===== config.mk =====
export PLATFORM = sky130hd
export DESIGN_NAME = serial_cmd_initiator
export DESIGN_NICKNAME = d
export VERILOG_FILES = /design/src/rtl/serial_cmd_initiator.sv
export SDC_FILE = /design/constraint.sdc
export NUM_CORES = 1
export LEC_CHECK = 0
export ABC_AREA = 0
export BUFFER_PORTS_ARGS = -buffer_cell sky130_fd_sc_hd__buf_2
export CORE_MARGIN = 8
export CORE_UTILIZATION = 62
export DETAILED_ROUTE_END_ITERATION = 10
export PLACE_DENSITY = 0.95
export SETUP_SLACK_MARGIN = 0.5
export SLEW_MARGIN = 10
export SYNTH_ARGS = -nofsm -noshare
export SYNTH_HDL_FRONTEND = slang
export SYNTH_SLANG_ARGS = --single-unit

===== constraint.sdc =====
create_clock -name clk -period 6.8 [get_ports clk]
set_input_delay 0.34 -clock clk [delete_from_list [all_inputs] [get_ports clk]]
set_output_delay 0.34 -clock clk [all_outputs]
set_load 0.01 [all_outputs]

===== src/rtl/serial_cmd_initiator.sv =====
// Host-side initiator for the one-byte-opcode serial command protocol: sends opcode plus
// argument bytes to a UART transmitter and streams the fixed-length response back out.
module serial_cmd_initiator #(
    parameter int unsigned TIMEOUT_CYCLES = 50_000_000,
    parameter int unsigned MAX_OPCODE     = 7
) (
    input  logic        clk,
    input  logic        reset,
    input  logic        cmd_valid,
    output logic        cmd_ready,
    input  logic [7:0]  cmd_opcode,
    input  logic [47:0] cmd_args,
    input  logic        txBusy,
    output logic        txStart,
    output logic [7:0]  txData,
    input  logic        rxReady,
    input  logic [7:0]  rxData,
    output logic        rsp_valid,
    output logic [7:0]  rsp_data,
    output logic [7:0]  rsp_index,
    output logic        done,
    output logic [1:0]  error,
    output logic        busy
);

    typedef enum logic [2:0] {
        StIdle,
        StLookup,
        StTxByte,
        StTxGap,
        StTxDrain,
        StRxCollect
    } state_t;

    state_t      state_q, state_d;
    logic [7:0]  opcode_q, opcode_d;
    logic [47:0] args_q, args_d;
    logic [2:0]  tx_cnt_q, tx_cnt_d;
    logic [2:0]  n_tx_q, n_tx_d;
    logic [7:0]  n_rx_q, n_rx_d;
    logic [7:0]  rx_cnt_q, rx_cnt_d;
    logic [31:0] timer_q, timer_d;
    logic [7:0]  tx_data_q, tx_data_d;
    logic        rsp_valid_q, rsp_valid_d;
    logic [7:0]  rsp_data_q, rsp_data_d;
    logic [7:0]  rsp_index_q, rsp_index_d;
    logic        done_q, done_d;
    logic [1:0]  error_q, error_d;

    function automatic logic [2:0] arg_count(input logic [2:0] op);
        case (op)
            3'd1, 3'd3, 3'd5, 3'd7: arg_count = 3'd1;
            3'd2:                   arg_count = 3'd6;
            default:                arg_count = 3'd0;
        endcase
    endfunction

    function automatic logic [7:0] rsp_count(input logic [2:0] op);
        case (op)
            3'd0:    rsp_count = 8'd1;
            3'd4:    rsp_count = 8'd136;
            default: rsp_count = 8'd0;
        endcase
    endfunction

    always_comb begin
        state_d     = state_q;
        opcode_d    = opcode_q;
        args_d      = args_q;
        tx_cnt_d    = tx_cnt_q;
        n_tx_d      = n_tx_q;
        n_rx_d      = n_rx_q;
        rx_cnt_d    = rx_cnt_q;
        timer_d     = timer_q;
        tx_data_d   = tx_data_q;
        rsp_valid_d = 1'b0;
        rsp_data_d  = rsp_data_q;
        rsp_index_d = rsp_index_q;
        done_d      = 1'b0;
        error_d     = error_q;
        txStart     = 1'b0;

        case (state_q)
            StIdle: begin
                if (cmd_valid) begin
                    opcode_d = cmd_opcode;
                    args_d   = cmd_args;
                    error_d  = 2'b00;
                    tx_cnt_d = 3'd0;
                    state_d  = StLookup;
                end
            end
            StLookup: begin
                if (opcode_q > 8'(MAX_OPCODE)) begin
                    error_d = 2'b01;
                    done_d  = 1'b1;
                    state_d = StIdle;
                end else begin
                    n_tx_d    = 3'd1 + arg_count(opcode_q[2:0]);
                    n_rx_d    = rsp_count(opcode_q[2:0]);
                    tx_data_d = opcode_q;
                    state_d   = StTxByte;
                end
            end
            StTxByte: begin
                // txData already holds byte[tx_cnt]; the start strobe is the only action here.
                if (!txBusy) begin
                    txStart = 1'b1;
                    state_d = StTxGap;
                end
            end
            StTxGap: begin
                if (tx_cnt_q + 3'd1 < n_tx_q) begin
                    tx_cnt_d  = tx_cnt_q + 3'd1;
                    tx_data_d = args_q[{tx_cnt_q, 3'b000} +: 8];
                    state_d   = StTxByte;
                end else if (n_rx_q == 8'd0) begin
                    state_d = StTxDrain;
                end else begin
                    rx_cnt_d = 8'd0;
                    timer_d  = 32'd0;
                    state_d  = StRxCollect;
                end
            end
            StTxDrain: begin
                if (!txBusy) begin
                    done_d  = 1'b1;
                    error_d = 2'b00;
                    state_d = StIdle;
                end
            end
            StRxCollect: begin
                // A byte arriving on the expiry cycle takes priority over the timeout.
                if (rx_cnt_q == n_rx_q) begin
                    done_d  = 1'b1;
                    error_d = 2'b00;
                    state_d = StIdle;
                end else if (rxReady) begin
                    rsp_data_d  = rxData;
                    rsp_index_d = rx_cnt_q;
                    rsp_valid_d = 1'b1;
                    rx_cnt_d    = rx_cnt_q + 8'd1;
                    timer_d     = 32'd0;
                end else if (timer_q == TIMEOUT_CYCLES - 1) begin
                    error_d = 2'b10;
                    done_d  = 1'b1;
                    state_d = StIdle;
                end else begin
                    timer_d = timer_q + 32'd1;
                end
            end
            default: state_d = StIdle;
        endcase
    end

    always_ff @(posedge clk or posedge reset) begin
        if (reset) begin
            state_q     <= StIdle;
            opcode_q    <= 8'd0;
            args_q      <= 48'd0;
            tx_cnt_q    <= 3'd0;
            n_tx_q      <= 3'd0;
            n_rx_q      <= 8'd0;
            rx_cnt_q    <= 8'd0;
            timer_q     <= 32'd0;
            tx_data_q   <= 8'd0;
            rsp_valid_q <= 1'b0;
            rsp_data_q  <= 8'd0;
            rsp_index_q <= 8'd0;
            done_q      <= 1'b0;
            error_q     <= 2'b00;
        end else begin
            state_q     <= state_d;
            opcode_q    <= opcode_d;
            args_q      <= args_d;
            tx_cnt_q    <= tx_cnt_d;
            n_tx_q      <= n_tx_d;
            n_rx_q      <= n_rx_d;
            rx_cnt_q    <= rx_cnt_d;
            timer_q     <= timer_d;
            tx_data_q   <= tx_data_d;
            rsp_valid_q <= rsp_valid_d;
            rsp_data_q  <= rsp_data_d;
            rsp_index_q <= rsp_index_d;
            done_q      <= done_d;
            error_q     <= error_d;
        end
    end

    assign cmd_ready = (state_q == StIdle);
    assign busy      = (state_q != StIdle);
    assign txData    = tx_data_q;
    assign rsp_valid = rsp_valid_q;
    assign rsp_data  = rsp_data_q;
    assign rsp_index = rsp_index_q;
    assign done      = done_q;
    assign error     = error_q;

endmodule


# Word-level counts from Yosys, hierarchy flattened
# Index checks and enable logic that the tools add are counted.
[word_totals] word_cells=115 inputBits=69 ff_bits=141
[op_classes] eq_ne=26 muxes=48 n_addsub=4 magnitude_cmp=2 reduce_logical=18 n_bitwise=2 shift=1
[op_table] cell="32-bit two-way mux" n=5
[op_table] cell="32-bit one-hot mux with 2 select lines" n=1
[op_table] cell="8-bit two-way mux" n=6
[op_table] cell="8-bit one-hot mux with 2 select lines" n=3
[op_table] cell="48-bit by 7-bit variable part select with 8-bit output" n=1
[op_table] cell="3-bit two-way mux" n=11
[op_table] cell="32-bit by 1-bit adder with 32-bit output (second input constant)" n=1
[op_table] cell="32-bit by 26-bit equality test with 1-bit output (second input constant)" n=1
[op_table] cell="2-bit inequality test (second input constant)" n=10
[op_table] cell="3-bit one-hot mux with 6 select lines" n=1
[op_table] cell="3-bit equality test (second input constant)" n=5
[op_table] cell="5-bit AND reduction" n=3
[op_table] cell="2-bit two-way mux" n=7
[op_table] cell="3-bit by 2-bit equality test with 1-bit output (second input constant)" n=4
[op_table] cell="3-bit one-hot mux with 2 select lines" n=2
[op_table] cell="1-bit two-way mux" n=10
[op_table] cell="3-bit inequality test (second input constant)" n=3
[op_table] cell="3-bit AND reduction" n=3
[op_table] cell="8-bit by 1-bit adder with 8-bit output (second input constant)" n=1
[op_table] cell="8-bit equality test" n=1
[op_table] cell="8-bit by 3-bit > comparator with 1-bit output (second input constant)" n=1
[op_table] cell="8-bit zero test" n=1
[op_table] cell="2-bit one-hot mux with 4 select lines" n=1
[op_table] cell="3-bit by 1-bit equality test with 1-bit output (second input constant)" n=2
[op_table] cell="other kinds (12)" n=17

# Depth between registers and ports, before layout
[logic_depth] word_depth=6 ltp_mapped=10

# Worst setup path before layout
# Ideal clock, no wire load.
[synth_timing] path_type="register to register" start="register tx_cnt_q[1]" end="register tx_data_q[0] (netlist: txData[0])" path_buffers=1 period_less_slack_ns=2.510 arrival_ns=2.385 stages_incl_launch_ff=10 slack_ns=4.290 cell_sequence="dfrtp_1 ha_1 ha_1 a21boi_1 o21ai_0 and2_1 clkbuf_1 a21oi_1 nor2_1 mux2_2"
[synth_via] elab_chain_len=4 elab_cells_between_ends=7 cone_classes="1 x add/sub; 1 x order compare; 1 x eq/ne; 1 x shift; 2 x mux; 1 x reduce/logical"
[synth_rtl] element="start, declared" line="38" rtl="logic [2:0] tx_cnt_q, tx_cnt_d;"
[synth_rtl] element="start signal, assigned" line="176" rtl="tx_cnt_q <= tx_cnt_d;"
[synth_rtl] element="3-bit by 1-bit adder with 3-bit output" line="113" rtl="if (tx_cnt_q + 3'd1 < n_tx_q) begin"
[synth_rtl] element="3-bit less-than comparator" line="113"
[synth_rtl] element="2-bit inequality test (no line)"
[synth_rtl] element="3-bit AND reduction (no line)"
[synth_rtl] element="end signal, assigned" line="181" rtl="tx_data_q <= tx_data_d;"
[synth_rtl] element="end, declared" line="43" rtl="logic [7:0] tx_data_q, tx_data_d;"
# Several ways; a longest one is shown, not always the timed one. The select of a mux whose other input is x is not followed.
# A chain may end at the register's enable or synchronous reset.

# Worst setup path after layout
[layout_timing] start="register tx_cnt_q[0]" end="register timer_q[24]"
[layout_via] elab_chain_len=4
[layout_rtl] element="3-bit by 1-bit adder with 3-bit output" line="113"
[layout_rtl] element="3-bit less-than comparator" line="113"
[layout_rtl] element="2-bit inequality test (no line)"
[layout_rtl] element="5-bit AND reduction (no line)"
[layout_rtl] element="end signal, assigned" line="180" rtl="timer_q <= timer_d;"
[layout_rtl] element="end, declared" line="42" rtl="logic [31:0] timer_q, timer_d;"
# Every way passes these cells.

==> summary.md <==
* post-detailed-route count of antenna-violating nets: 0
* worst stage delay on the critical path: 1.01 ns
* minimum setup slack in the final design: 3.129 ns
* status: finished, final reports clean
* critical path launch point type: flop
* WS Path Type: flop to flop
* syn avg cell area: 9.393 um^2
* initial cell density of the core: 63.87%
* Synth-to-Final Area Change: 18.99%
* path class of the lowest-slack min-delay path: input pin to flop
* multiplexer share of the synthesized area: 8.501%
* core outline area: 10320 um^2
* Die Span Y: 119.1 um
* iteration count of the initial detailed-routing pass: 7
* tightest slew margin relative to the limit: 26.92%
* part of the Yosys area used for sequential elements: 51.23%
* post-synth design cell area: 6594 um^2
* overall fraction of global-route tracks in use: 25.97%
* number of cells upsized or downsized after cts: 0
* Max Transition Viols Final: 0
* hpwl dp: 11160 um
* Bufs on Longest Clock Path: 2
* worst skew pair latency: 0.53 ns
* most common cell after layout, fill and taps aside: nand2_1
* register bit total from synthesis: 135
* I/O pin total: 100
* post-route minimum period: 3.671 ns
* fraction of final layout cells sized beyond drive strength 1: 22.09%
* yosys synthesis warning count: 0
* antenna diode count: 0
* H-tree lvl count: 4
* cells along the critical path: ha_1, ha_1, a21boi_1, o21ai_0, a211oi_1, buf_4, a21oi_2, buf_4, or4_2, a21oi_1
* Layout Nets: 878
* area share of and/or/nand/nor cells after synthesis: 24.06%
* Final Hold Fails: 0
* Crit path required time: 7.25 ns
* number of global-route vias before repair: 5999
* final std cells w/o fill: 951
* maximum number of pins on one net before global-route repair: 76
* worst clock skew on the final layout: 0.005860 ns
* Static Leakage: 3.761 nW
* Cell Rows: 37
* number of unique standard cell types used by synthesis: 60
* number of I/O port buffers: 99
* number of buffers and inverters on the critical path: 2
* Achievable Freq: 272.4 MHz
* overall routed net length: 18360 um
* detailed-route vias per instance: 6.313
* unrepaired setup endpoints after global routing: false
* final total negative setup slack: 0 ns
* synthesized-area fraction occupied by xor and xnor cells: 0.7970%
* dominant combinational cell family by area after synthesis: simple AND/OR/NAND/NOR gates
* Post-synth EDFFs: 0
* area of the die: 14190 um^2
* number of design-rule violations left by the first detailed-router iteration: 632
* critical path's slowest cell: dfrtp_1
* clock tree from TritonCTS: yes
* number of clock buffers inserted by TritonCTS: 17
* IR Drop Worst-Case VDD: 0.0002589 V
* DRC: 0
* WP data arrival: 4.13 ns
* post-synthesis share of cell area spent on full adders, half adders and majority gates: 1.328%
* peak fanout along the critical path: 45
* antenna violations before repair: 0
* compound-cell area share of the yosys netlist: 10.38%
* clock-pin transition on the worst setup and hold timing paths: 0.06 ns
* top library cells by usage in the layout, fill and taps aside: nand2_1 (192), dfrtp_1 (135), buf_2 (99)
* routability-driven placement congestion ratio: 0.8900
* count of maximum capacitance violations: 0
* final critical-path share of the clock period: 53.99%
* cell family contributing the most delay on the critical path: flip-flops
* number of vias after detailed routing: 6004
* clock root buffer master: clkbuf_8
* TritonCTS sink count: 135
* setup slack at placement: 3.160 ns
* leftover overflow at the end of global routing: 0
* post-synthesis net count: 778
* proportion of register bits with asynchronous set or reset after synthesis: 100.0%
* CP Capture Type: flop
* chip width: 119.1 um
* Primary FF master, synth: dfrtp_1
* count of mapped cells out of synthesis: 702
* final count of negative-setup-slack endpoints: 0
* transition time at the pin with the least slew margin: 1.093 ns
* drt wl/cell: 19.30 um
* P per Cell Area: 426.7 nW/um^2
* wire length of the first global-routing pass: 29810 um
* Placed Cells: 903
==> path summary, 6_finish.rpt <==
check | start | endpoint | slack, ns | cells after the start
max | tx_cnt_q[0] | timer_q[24] | 3.13 | 10
min | cmd_args[20] | args_q[20] | 0.007 | 3
max reg2reg | tx_cnt_q[0] | timer_q[24] | 3.13 | 10
min reg2reg | args_q[12] | args_q[12] | 0.49 | 2
max in group asynchronous | reset | rsp_data[6] | 4.90 | 4
min in group asynchronous | reset | args_q[36] | 0.49 | 3
==> stage by stage <==
stage	hold WS, ns	area, um^2	power [mW]	util, %
floorplan	0.4370	6594	2.048	-
global placement	0.4524	7127	2.301	69.03
detailed placement	0.4603	7127	2.389	69.03
CTS	0.0003721	7846	3.315	76.00
global route	0.01218	7846	3.523	76.00
finish	0.006990	7846	3.348	76.00
==> tightest hold or removal path, stage by stage <==
cell	delay (ns)
buf_2	0.07
nand2_1	0.04
nand2_1	0.06
==> cell families (layout without fill, tap and decap cells) <==
family | after synthesis | after routing
buffers and inverters | 57 | 170
xor gates and xnor gates | 6 | 6
and+or+nand+nor | 343 | 343
adders and majority gates | 7 | 7
AOI/OAI and AO/OA | 111 | 111
muxes | 43 | 43
DFF | 135 | 135
==> flip-flops by register name (all words and copies together) (netlist names) <==
register   cells
error          2
opcode_q       8
rsp_valid      1
done           1
n_rx_q         2
n_tx_q         3
rx_cnt_q       8
rsp_index      8
txData         8
tx_cnt_q       3
args_q        48
timer_q       32
rsp_data       8
state_q        3
==> routing by layer <==
layer	share of wire [%]	routed length, um	vias up	GRT usage [%]
met5	0	0	-	0
met4	3.8	706	0	12.65
met3	9.4	1721	73	7.747
met2	48	8732	407	41.20
met1	39	7195	2876	31.91
li1	-	-	2648	-
==> cells in the mapped netlist (2+ instances only) <==
master    number  area, um^2
nor4b_1        2       17.52
a21oi_1       25       125.1
mux2_2        24       270.3
nor2_1        39       146.4
nand2b_1       5       31.28
a21o_1         2       15.01
clkbuf_1      24       90.09
and3_1         6       37.54
o41ai_1        3       26.28
buf_6          2       22.52
inv_1         18       67.56
a31oi_1        4       25.02
o22ai_1        2       12.51
nor4_1         4       25.02
buf_2          8       40.04
mux4_2         8       180.2
nor4bb_1       2       20.02
or4_1         10       75.07
nor3_1        10       50.05
xor2_1         5       43.79
o31ai_1       17       127.6
nand3_1       31       155.2
nand4_1       11       68.82
o21ai_0       42       210.2
ha_1           7       87.58
or4_4          2       22.52
mux2i_1       11       110.1
a211oi_1       2       15.01
and2_1         7       43.79
or3_1          9       56.30
dfrtp_1      135        3378
nor4_2         2       25.02
nand2_1      193       724.4
a221oi_1       2       17.52
o21ai_1        2       10.01
nor2b_1        2       12.51
==> final cells by class <==
type	count	area [um^2]
well taps	136	170.2
flip-flops and latches	135	3378
clock buffers	22	462.9
fillers	619	2477
repair buffers	118	678.2
clock inverters	10	96.34
inverters	20	77.57
multi-input cells	510	2983
==> what timing repair did <==
item,4_1_cts,5_1_grt
endpoints found under the hold margin,75,0
setup buffers,0,0
hold buffers,16,0
==> report_power, final <==
group	leakage [nW]	switching [mW]	internal (mW)	total (mW)
sequential	1.75	0.325	1.11	1.43
combinational	1.75	0.614	0.436	1.05
clock	0.264	0.348	0.515	0.863
Power figures use the tool's default switching activity.
